### src/rtl/mac_operand_sequencer_if.sv
// rtl/mac_operand_sequencer_if.sv - operand, MAC-side and result signals of the MAC operand sequencer
interface mac_operand_sequencer_if #(
    parameter int W         = 4,
    parameter int MAX_TERMS = 16
);
    localparam int CW = $clog2(MAX_TERMS + 1);

    logic           in_valid;
    logic           in_ready;
    logic [W-1:0]   in_a;
    logic [W-1:0]   in_b;
    logic           in_last;

    logic [W-1:0]   mac_a;
    logic [W-1:0]   mac_b;
    logic           mac_cin;
    logic           mac_clr;
    logic [2*W-1:0] mac_result;
    logic           mac_cout;

    logic           res_valid;
    logic           res_ready;
    logic [2*W-1:0] res_data;
    logic           res_ovf;
    logic [CW-1:0]  res_terms;

    modport master (
        output in_valid, in_a, in_b, in_last, res_ready, mac_result, mac_cout,
        input  in_ready, mac_a, mac_b, mac_cin, mac_clr, res_valid, res_data, res_ovf, res_terms
    );

    modport slave (
        input  in_valid, in_a, in_b, in_last, res_ready, mac_result, mac_cout,
        output in_ready, mac_a, mac_b, mac_cin, mac_clr, res_valid, res_data, res_ovf, res_terms
    );
endinterface

### src/rtl/mac_operand_sequencer.sv
// rtl/mac_operand_sequencer.sv - operand FIFO and sequencer that feeds a free-running MAC and returns dot products
module mac_operand_sequencer #(
    parameter int W         = 4,
    parameter int DEPTH     = 4,
    parameter int MAX_TERMS = 16
) (
    input  logic                  clk,
    input  logic                  rst_n,
    mac_operand_sequencer_if.slave bus
);
    localparam int CW = $clog2(MAX_TERMS + 1);
    localparam int AW = $clog2(DEPTH);

    typedef enum logic [2:0] {IDLE, CLEAR, ISSUE, DRAIN, CAPTURE, HOLD} state_t;

    state_t         state;
    state_t         state_nx;

    // FIFO entry layout: {last, a, b}
    logic [2*W:0]   mem [DEPTH];
    logic [AW:0]    wr_ptr;
    logic [AW:0]    rd_ptr;
    logic [2*W:0]   head;
    logic           full;
    logic           empty;
    logic           push;
    logic           pop;

    logic           act;
    logic           ovf;
    logic           drain_done;
    logic [CW-1:0]  count;
    logic           count_sat;

    assign full      = (wr_ptr[AW] != rd_ptr[AW]) && (wr_ptr[AW-1:0] == rd_ptr[AW-1:0]);
    assign empty     = (wr_ptr == rd_ptr);
    assign push      = bus.in_valid && !full;
    assign pop       = (state == ISSUE) && !empty;
    assign head      = mem[rd_ptr[AW-1:0]];
    assign count_sat = (count == CW'(MAX_TERMS));

    assign bus.in_ready = !full;
    assign bus.mac_cin  = 1'b0;

    always_ff @(posedge clk) begin
        if (push) begin
            mem[wr_ptr[AW-1:0]] <= {bus.in_last, bus.in_a, bus.in_b};
        end
    end

    always_ff @(posedge clk or negedge rst_n) begin
        if (!rst_n) begin
            state <= IDLE;
        end else begin
            state <= state_nx;
        end
    end

    // DRAIN spans two cycles so the last product and its carry are settled before capture
    always_comb begin
        state_nx = state;
        case (state)
            IDLE:    if (!empty) state_nx = CLEAR;
            CLEAR:   state_nx = ISSUE;
            ISSUE:   if (pop && head[2*W]) state_nx = DRAIN;
            DRAIN:   if (drain_done) state_nx = CAPTURE;
            CAPTURE: state_nx = HOLD;
            HOLD:    if (bus.res_ready) state_nx = IDLE;
            default: state_nx = IDLE;
        endcase
    end

    always_ff @(posedge clk or negedge rst_n) begin
        if (!rst_n) begin
            wr_ptr        <= '0;
            rd_ptr        <= '0;
            bus.mac_a     <= '0;
            bus.mac_b     <= '0;
            bus.mac_clr   <= 1'b1;
            act           <= 1'b0;
            ovf           <= 1'b0;
            count         <= '0;
            drain_done    <= 1'b0;
            bus.res_valid <= 1'b0;
            bus.res_data  <= '0;
            bus.res_ovf   <= 1'b0;
            bus.res_terms <= '0;
        end else begin
            if (push) wr_ptr <= wr_ptr + 1'b1;
            if (pop)  rd_ptr <= rd_ptr + 1'b1;

            // zero operands whenever nothing is popped so the accumulator holds
            bus.mac_clr <= (state_nx == CLEAR);
            bus.mac_a   <= pop ? head[2*W-1:W] : '0;
            bus.mac_b   <= pop ? head[W-1:0]   : '0;
            act         <= pop;
            drain_done  <= (state == DRAIN) && !drain_done;

            if (state == CLEAR) begin
                ovf   <= 1'b0;
                count <= '0;
            end else begin
                ovf <= ovf | (act & bus.mac_cout) | (pop & count_sat);
                if (pop && !count_sat) count <= count + 1'b1;
            end

            if (state == CAPTURE) begin
                bus.res_data  <= bus.mac_result;
                bus.res_ovf   <= ovf;
                bus.res_terms <= count;
                bus.res_valid <= 1'b1;
            end else if (state == HOLD && bus.res_ready) begin
                bus.res_valid <= 1'b0;
            end
        end
    end
endmodule

### src/flat_wrapper.sv
// flat-port wrapper written by rule: the top's interface ports become plain ports
module mac_operand_sequencer_flat 
#(
    parameter int W         = 4,
    parameter int DEPTH     = 4,
    parameter int MAX_TERMS = 16
)
  (clk, rst_n, bus_in_valid, bus_in_a, bus_in_b, bus_in_last, bus_res_ready, bus_mac_result, bus_mac_cout, bus_in_ready, bus_mac_a, bus_mac_b, bus_mac_cin, bus_mac_clr, bus_res_valid, bus_res_data, bus_res_ovf, bus_res_terms);
  mac_operand_sequencer_if #(.W(W), .MAX_TERMS(MAX_TERMS)) bus_i ();
  input  logic clk;
  input  logic rst_n;
  input wire logic [$bits(bus_i.in_valid)-1:0] bus_in_valid;
  input wire logic [$bits(bus_i.in_a)-1:0] bus_in_a;
  input wire logic [$bits(bus_i.in_b)-1:0] bus_in_b;
  input wire logic [$bits(bus_i.in_last)-1:0] bus_in_last;
  input wire logic [$bits(bus_i.res_ready)-1:0] bus_res_ready;
  input wire logic [$bits(bus_i.mac_result)-1:0] bus_mac_result;
  input wire logic [$bits(bus_i.mac_cout)-1:0] bus_mac_cout;
  output wire logic [$bits(bus_i.in_ready)-1:0] bus_in_ready;
  output wire logic [$bits(bus_i.mac_a)-1:0] bus_mac_a;
  output wire logic [$bits(bus_i.mac_b)-1:0] bus_mac_b;
  output wire logic [$bits(bus_i.mac_cin)-1:0] bus_mac_cin;
  output wire logic [$bits(bus_i.mac_clr)-1:0] bus_mac_clr;
  output wire logic [$bits(bus_i.res_valid)-1:0] bus_res_valid;
  output wire logic [$bits(bus_i.res_data)-1:0] bus_res_data;
  output wire logic [$bits(bus_i.res_ovf)-1:0] bus_res_ovf;
  output wire logic [$bits(bus_i.res_terms)-1:0] bus_res_terms;
  assign bus_i.in_valid = bus_in_valid;
  assign bus_i.in_a = bus_in_a;
  assign bus_i.in_b = bus_in_b;
  assign bus_i.in_last = bus_in_last;
  assign bus_i.res_ready = bus_res_ready;
  assign bus_i.mac_result = bus_mac_result;
  assign bus_i.mac_cout = bus_mac_cout;
  assign bus_in_ready = bus_i.in_ready;
  assign bus_mac_a = bus_i.mac_a;
  assign bus_mac_b = bus_i.mac_b;
  assign bus_mac_cin = bus_i.mac_cin;
  assign bus_mac_clr = bus_i.mac_clr;
  assign bus_res_valid = bus_i.res_valid;
  assign bus_res_data = bus_i.res_data;
  assign bus_res_ovf = bus_i.res_ovf;
  assign bus_res_terms = bus_i.res_terms;
  mac_operand_sequencer #(.W(W), .DEPTH(DEPTH), .MAX_TERMS(MAX_TERMS)) u_core (.clk(clk), .rst_n(rst_n), .bus(bus_i));
endmodule
### config.mk
export PLATFORM = sky130hd
export DESIGN_NAME = mac_operand_sequencer_flat
export DESIGN_NICKNAME = d
export VERILOG_FILES = /design/src/rtl/mac_operand_sequencer_if.sv /design/src/rtl/mac_operand_sequencer.sv /design/src/flat_wrapper.sv
export SDC_FILE = /design/constraint.sdc
export NUM_CORES = 1
export LEC_CHECK = 0
export ABC_AREA = 0
export BUFFER_PORTS_ARGS = -buffer_cell sky130_fd_sc_hd__buf_2
export CAP_MARGIN = 25
export CORE_MARGIN = 4
export CORE_UTILIZATION = 35
export CTS_CLUSTER_SIZE = 8
export DETAILED_ROUTE_END_ITERATION = 10
export PLACE_DENSITY = 0.65
export SLEW_MARGIN = 20
export SYNTH_ARGS = -nofsm -noshare
export SYNTH_HDL_FRONTEND = slang
export SYNTH_SLANG_ARGS = --single-unit
### constraint.sdc
create_clock -name clk -period 2 [get_ports clk]
set_input_delay 0.2 -clock clk [delete_from_list [all_inputs] [get_ports clk]]
set_output_delay 0.2 -clock clk [all_outputs]
set_load 0.1 [all_outputs]
==> flow_metrics.env <==
export IMPL_outcome="finished clean"
export IMPL_cts_clk_slew_worst_paths_ns=0.08
export IMPL_finClkSkew_ns=0.01128
export IMPL_cts_resized=0
export IMPL_dieArea_mm2=0.01029
export IMPL_coreArea_mm2=0.008341
export IMPL_setup_viol=0
export IMPL_fill_cells=761
export IMPL_ys_types=37
export IMPL_synthArstFlopShare_pct=53.25
export IMPL_rsz0062_at_grt="no"
export IMPL_required_ns=2.27
export IMPL_cts_tree="built"
export IMPL_grt_max_degree=30
export IMPL_yosysWarnings=0
export IMPL_insertion_delay_ns=0.34
export IMPL_seq_area_frac_synth_pct=69.00
export IMPL_dp_hpwl_mm=3.552
export IMPL_antenna_left=0
export IMPL_path_max_fanout=11
export IMPL_gr_usage_all_layers_pct=10.54
export IMPL_clk_path_buf_depth=2
export IMPL_drcViolationCount=0
export IMPL_num_io_pins=48
export IMPL_rows=33
export IMPL_critPathKind="flip-flop to flip-flop"
export IMPL_numPortBuffers=46
export IMPL_postCtsSetupRepairBufs=0
export IMPL_ys_seq_elements=77
export IMPL_grt_ovfl_total=0
export IMPL_hp_class="input pin to flip-flop"
export IMPL_fin_crit_ns=1.798
export IMPL_drive_above_1_share_pct=40.00
export IMPL_utilization_pct=44.15
export IMPL_fmax_ghz=0.5560
export IMPL_vias=1657
export IMPL_gp_congestion=0.7104
export IMPL_numCtsBuffers=9
export IMPL_antenna_found_initial=0
export IMPL_htree_levels=3
export IMPL_drv_cap=0
export IMPL_grt_pass1_wl_mm=8.114
export IMPL_slowest_stage="dfrtp_1"
export IMPL_crit_path_end_kind="flip-flop"
export IMPL_syn2layout_area_growth_pct=20.52
export IMPL_grt_pass1_vias=1647
export IMPL_synthesis_nets=215
export IMPL_dieWidth_um=101.4
export IMPL_relSlewSlack_pct=55.95
export IMPL_worstMarginPinSlew_ns=0.6608
export IMPL_clockRootBuffer="clkbuf_8"
export IMPL_die_h_um=101.4
export IMPL_synth_edff_count=36
export IMPL_vias_per_cell=4.668
export IMPL_cp_start_kind="flip-flop"
export IMPL_crit_arrival_ns=2.07
export IMPL_slowest_delay_ns=0.43
export IMPL_drtIter0Drc=33
export IMPL_drtPass1Iterations=3
export IMPL_routed_wl_mm=5.051
export IMPL_fin_crit_sh_pct=89.92
export IMPL_path_cells="or3b_1, a31o_1, or3_1, a21oi_1"
export IMPL_clock_sinks=77
export IMPL_synth_ff_type="dfrtp_1"
export IMPL_layout_nets=274
export IMPL_drv_slew=0
export IMPL_final_hold_viol_count=0
export IMPL_syn_area_mm2=0.003055
export IMPL_wl_per_cell_um=14.23
export IMPL_synthCells=186
export IMPL_start_util_pct=36.63
export IMPL_n_antenna_cell=0
export IMPL_synth_avg_cell_area_um2=16.43
cell type report:
class / instances / area, um2 / area share, %
clock inverter: 5 / 53.80 / 1.461
tap: 105 / 131.4 / 3.568
clock buffer: 11 / 131.4 / 3.568
multi-input combinational: 96 / 923.4 / 25.08
inverter: 7 / 26.28 / 0.7136
sequential: 77 / 2108 / 57.25
timing repair buffer: 54 / 307.8 / 8.359
registers in the layout, summed over array words and instances (netlist names), 4 cells and up:
| signal | flops |
|---|---|
| u_core.count | 5 |
| u_core.mem | 36 |
| u_core.bus.mac_b | 4 |
| u_core.bus.res_data | 8 |
| u_core.bus.res_terms | 5 |
| u_core.bus.mac_a | 4 |
path summary, 6_finish.rpt:
path / start / to / slack [ns] / depth (start not counted)
min in group asynchronous: rst_n / u_core.bus.res_data[7] / 0.42 / 2
min reg2reg: u_core.rd_ptr[2] / u_core.rd_ptr[2] / 0.49 / 1
min: bus_in_b[3] / u_core.mem[3][3] / 0.07 / 1
max in group asynchronous: rst_n / u_core.bus.res_data[0] / 1.00 / 3
max reg2reg: u_core.state[0] / u_core.count[3] / 0.20 / 4
max: u_core.state[0] / u_core.count[3] / 0.20 / 4
cell usage after synthesis, drive strengths merged, types with 2 or more instances:
master  count  share of area, %
o22ai       2              0.41
ha          7               2.9
nand3b      3              0.74
edfxtp     36                35
a21oi       4              0.66
nand3       6              0.98
dfrtp      40                33
o211ai      2              0.49
inv         7              0.86
nand2       7              0.86
and2        8               1.6
mux2       15               5.5
o21ai       2              0.33
xnor2       6               1.7
and2b       2              0.49
and3        4              0.82
buf         5               1.1
a31o        2              0.57
o31ai       2              0.49
nand2b      3              0.61
mux4        9               6.6
nor2        2              0.25
logic make-up after synthesis:
group	count (synthesis)	share of synthesized area (%)
AO/OA/AOI/OAI	16	3.726
XOR/XNOR	7	2.007
adder cells (fa/ha/maj)	7	2.866
buffers and inverters	13	2.047
flip-flops	77	69.00
multiplexers	24	12.16
other	1	0.1227
AND/OR/NAND/NOR	41	8.068
through the flow:
stage	cells	setup slack, ns	instance area (um2)	setup TNS (ns)	hold slack (ns)
floorplan	186	-0.3079	3094	-9.967	-0.09559
global placement	338	0.2489	3487	0	0.2629
detailed placement	338	0.2215	3487	0	0.2704
CTS	355	0.1966	3682	0	0.05396
global route	355	0.06995	3682	0	0.05528
finish	355	0.2016	3682	0	0.06757
critical path, delay by kind of cell (launching register included):
family | cells | cell delay, ns
flip-flops | 1 | 0.43
AO/OA/AOI/OAI | 2 | 0.48
AND/OR/NAND/NOR | 2 | 0.82
layer usage:
metal,routed length (um),track usage [%],up-vias,part of all wire [%]
li1,-,-,799,-
met1,2167,13.03,796,43
met2,2408,16.55,56,48
met3,430,4.614,6,8.5
met4,45,3.681,0,0.89
met5,0,0,-,0
cell usage in the layout, fill, tap and decap left out, types with 2 or more instances in the layout:
| master | n |
|---|---|
| clkinvlp_4 | 2 |
| and3_4 | 4 |
| edfxtp_1 | 36 |
| dfrtp_1 | 40 |
| clkbuf_8 | 9 |
| nand2b_1 | 3 |
| mux2_2 | 14 |
| o31ai_1 | 2 |
| and2_1 | 8 |
| clkbuf_1 | 2 |
| xnor2_2 | 2 |
| nand3_1 | 6 |
| a21oi_1 | 4 |
| and2b_1 | 2 |
| nand2_1 | 7 |
| xnor2_1 | 4 |
| mux4_2 | 9 |
| o21ai_0 | 2 |
| inv_1 | 6 |
| nor2_1 | 2 |
| o22ai_1 | 2 |
| ha_1 | 7 |
| buf_2 | 45 |
| nand3b_1 | 3 |
| o211ai_1 | 2 |
| buf_4 | 7 |
repair_timing:
item / CTS / global route
endpoints found under the hold margin: 26 / 0
hold buffers: 1 / 0
setup endpoints to repair: 0 / 0
Power is not shown: default switching activity piles up to over one toggle a cycle in this logic, so the estimate is an artifact.
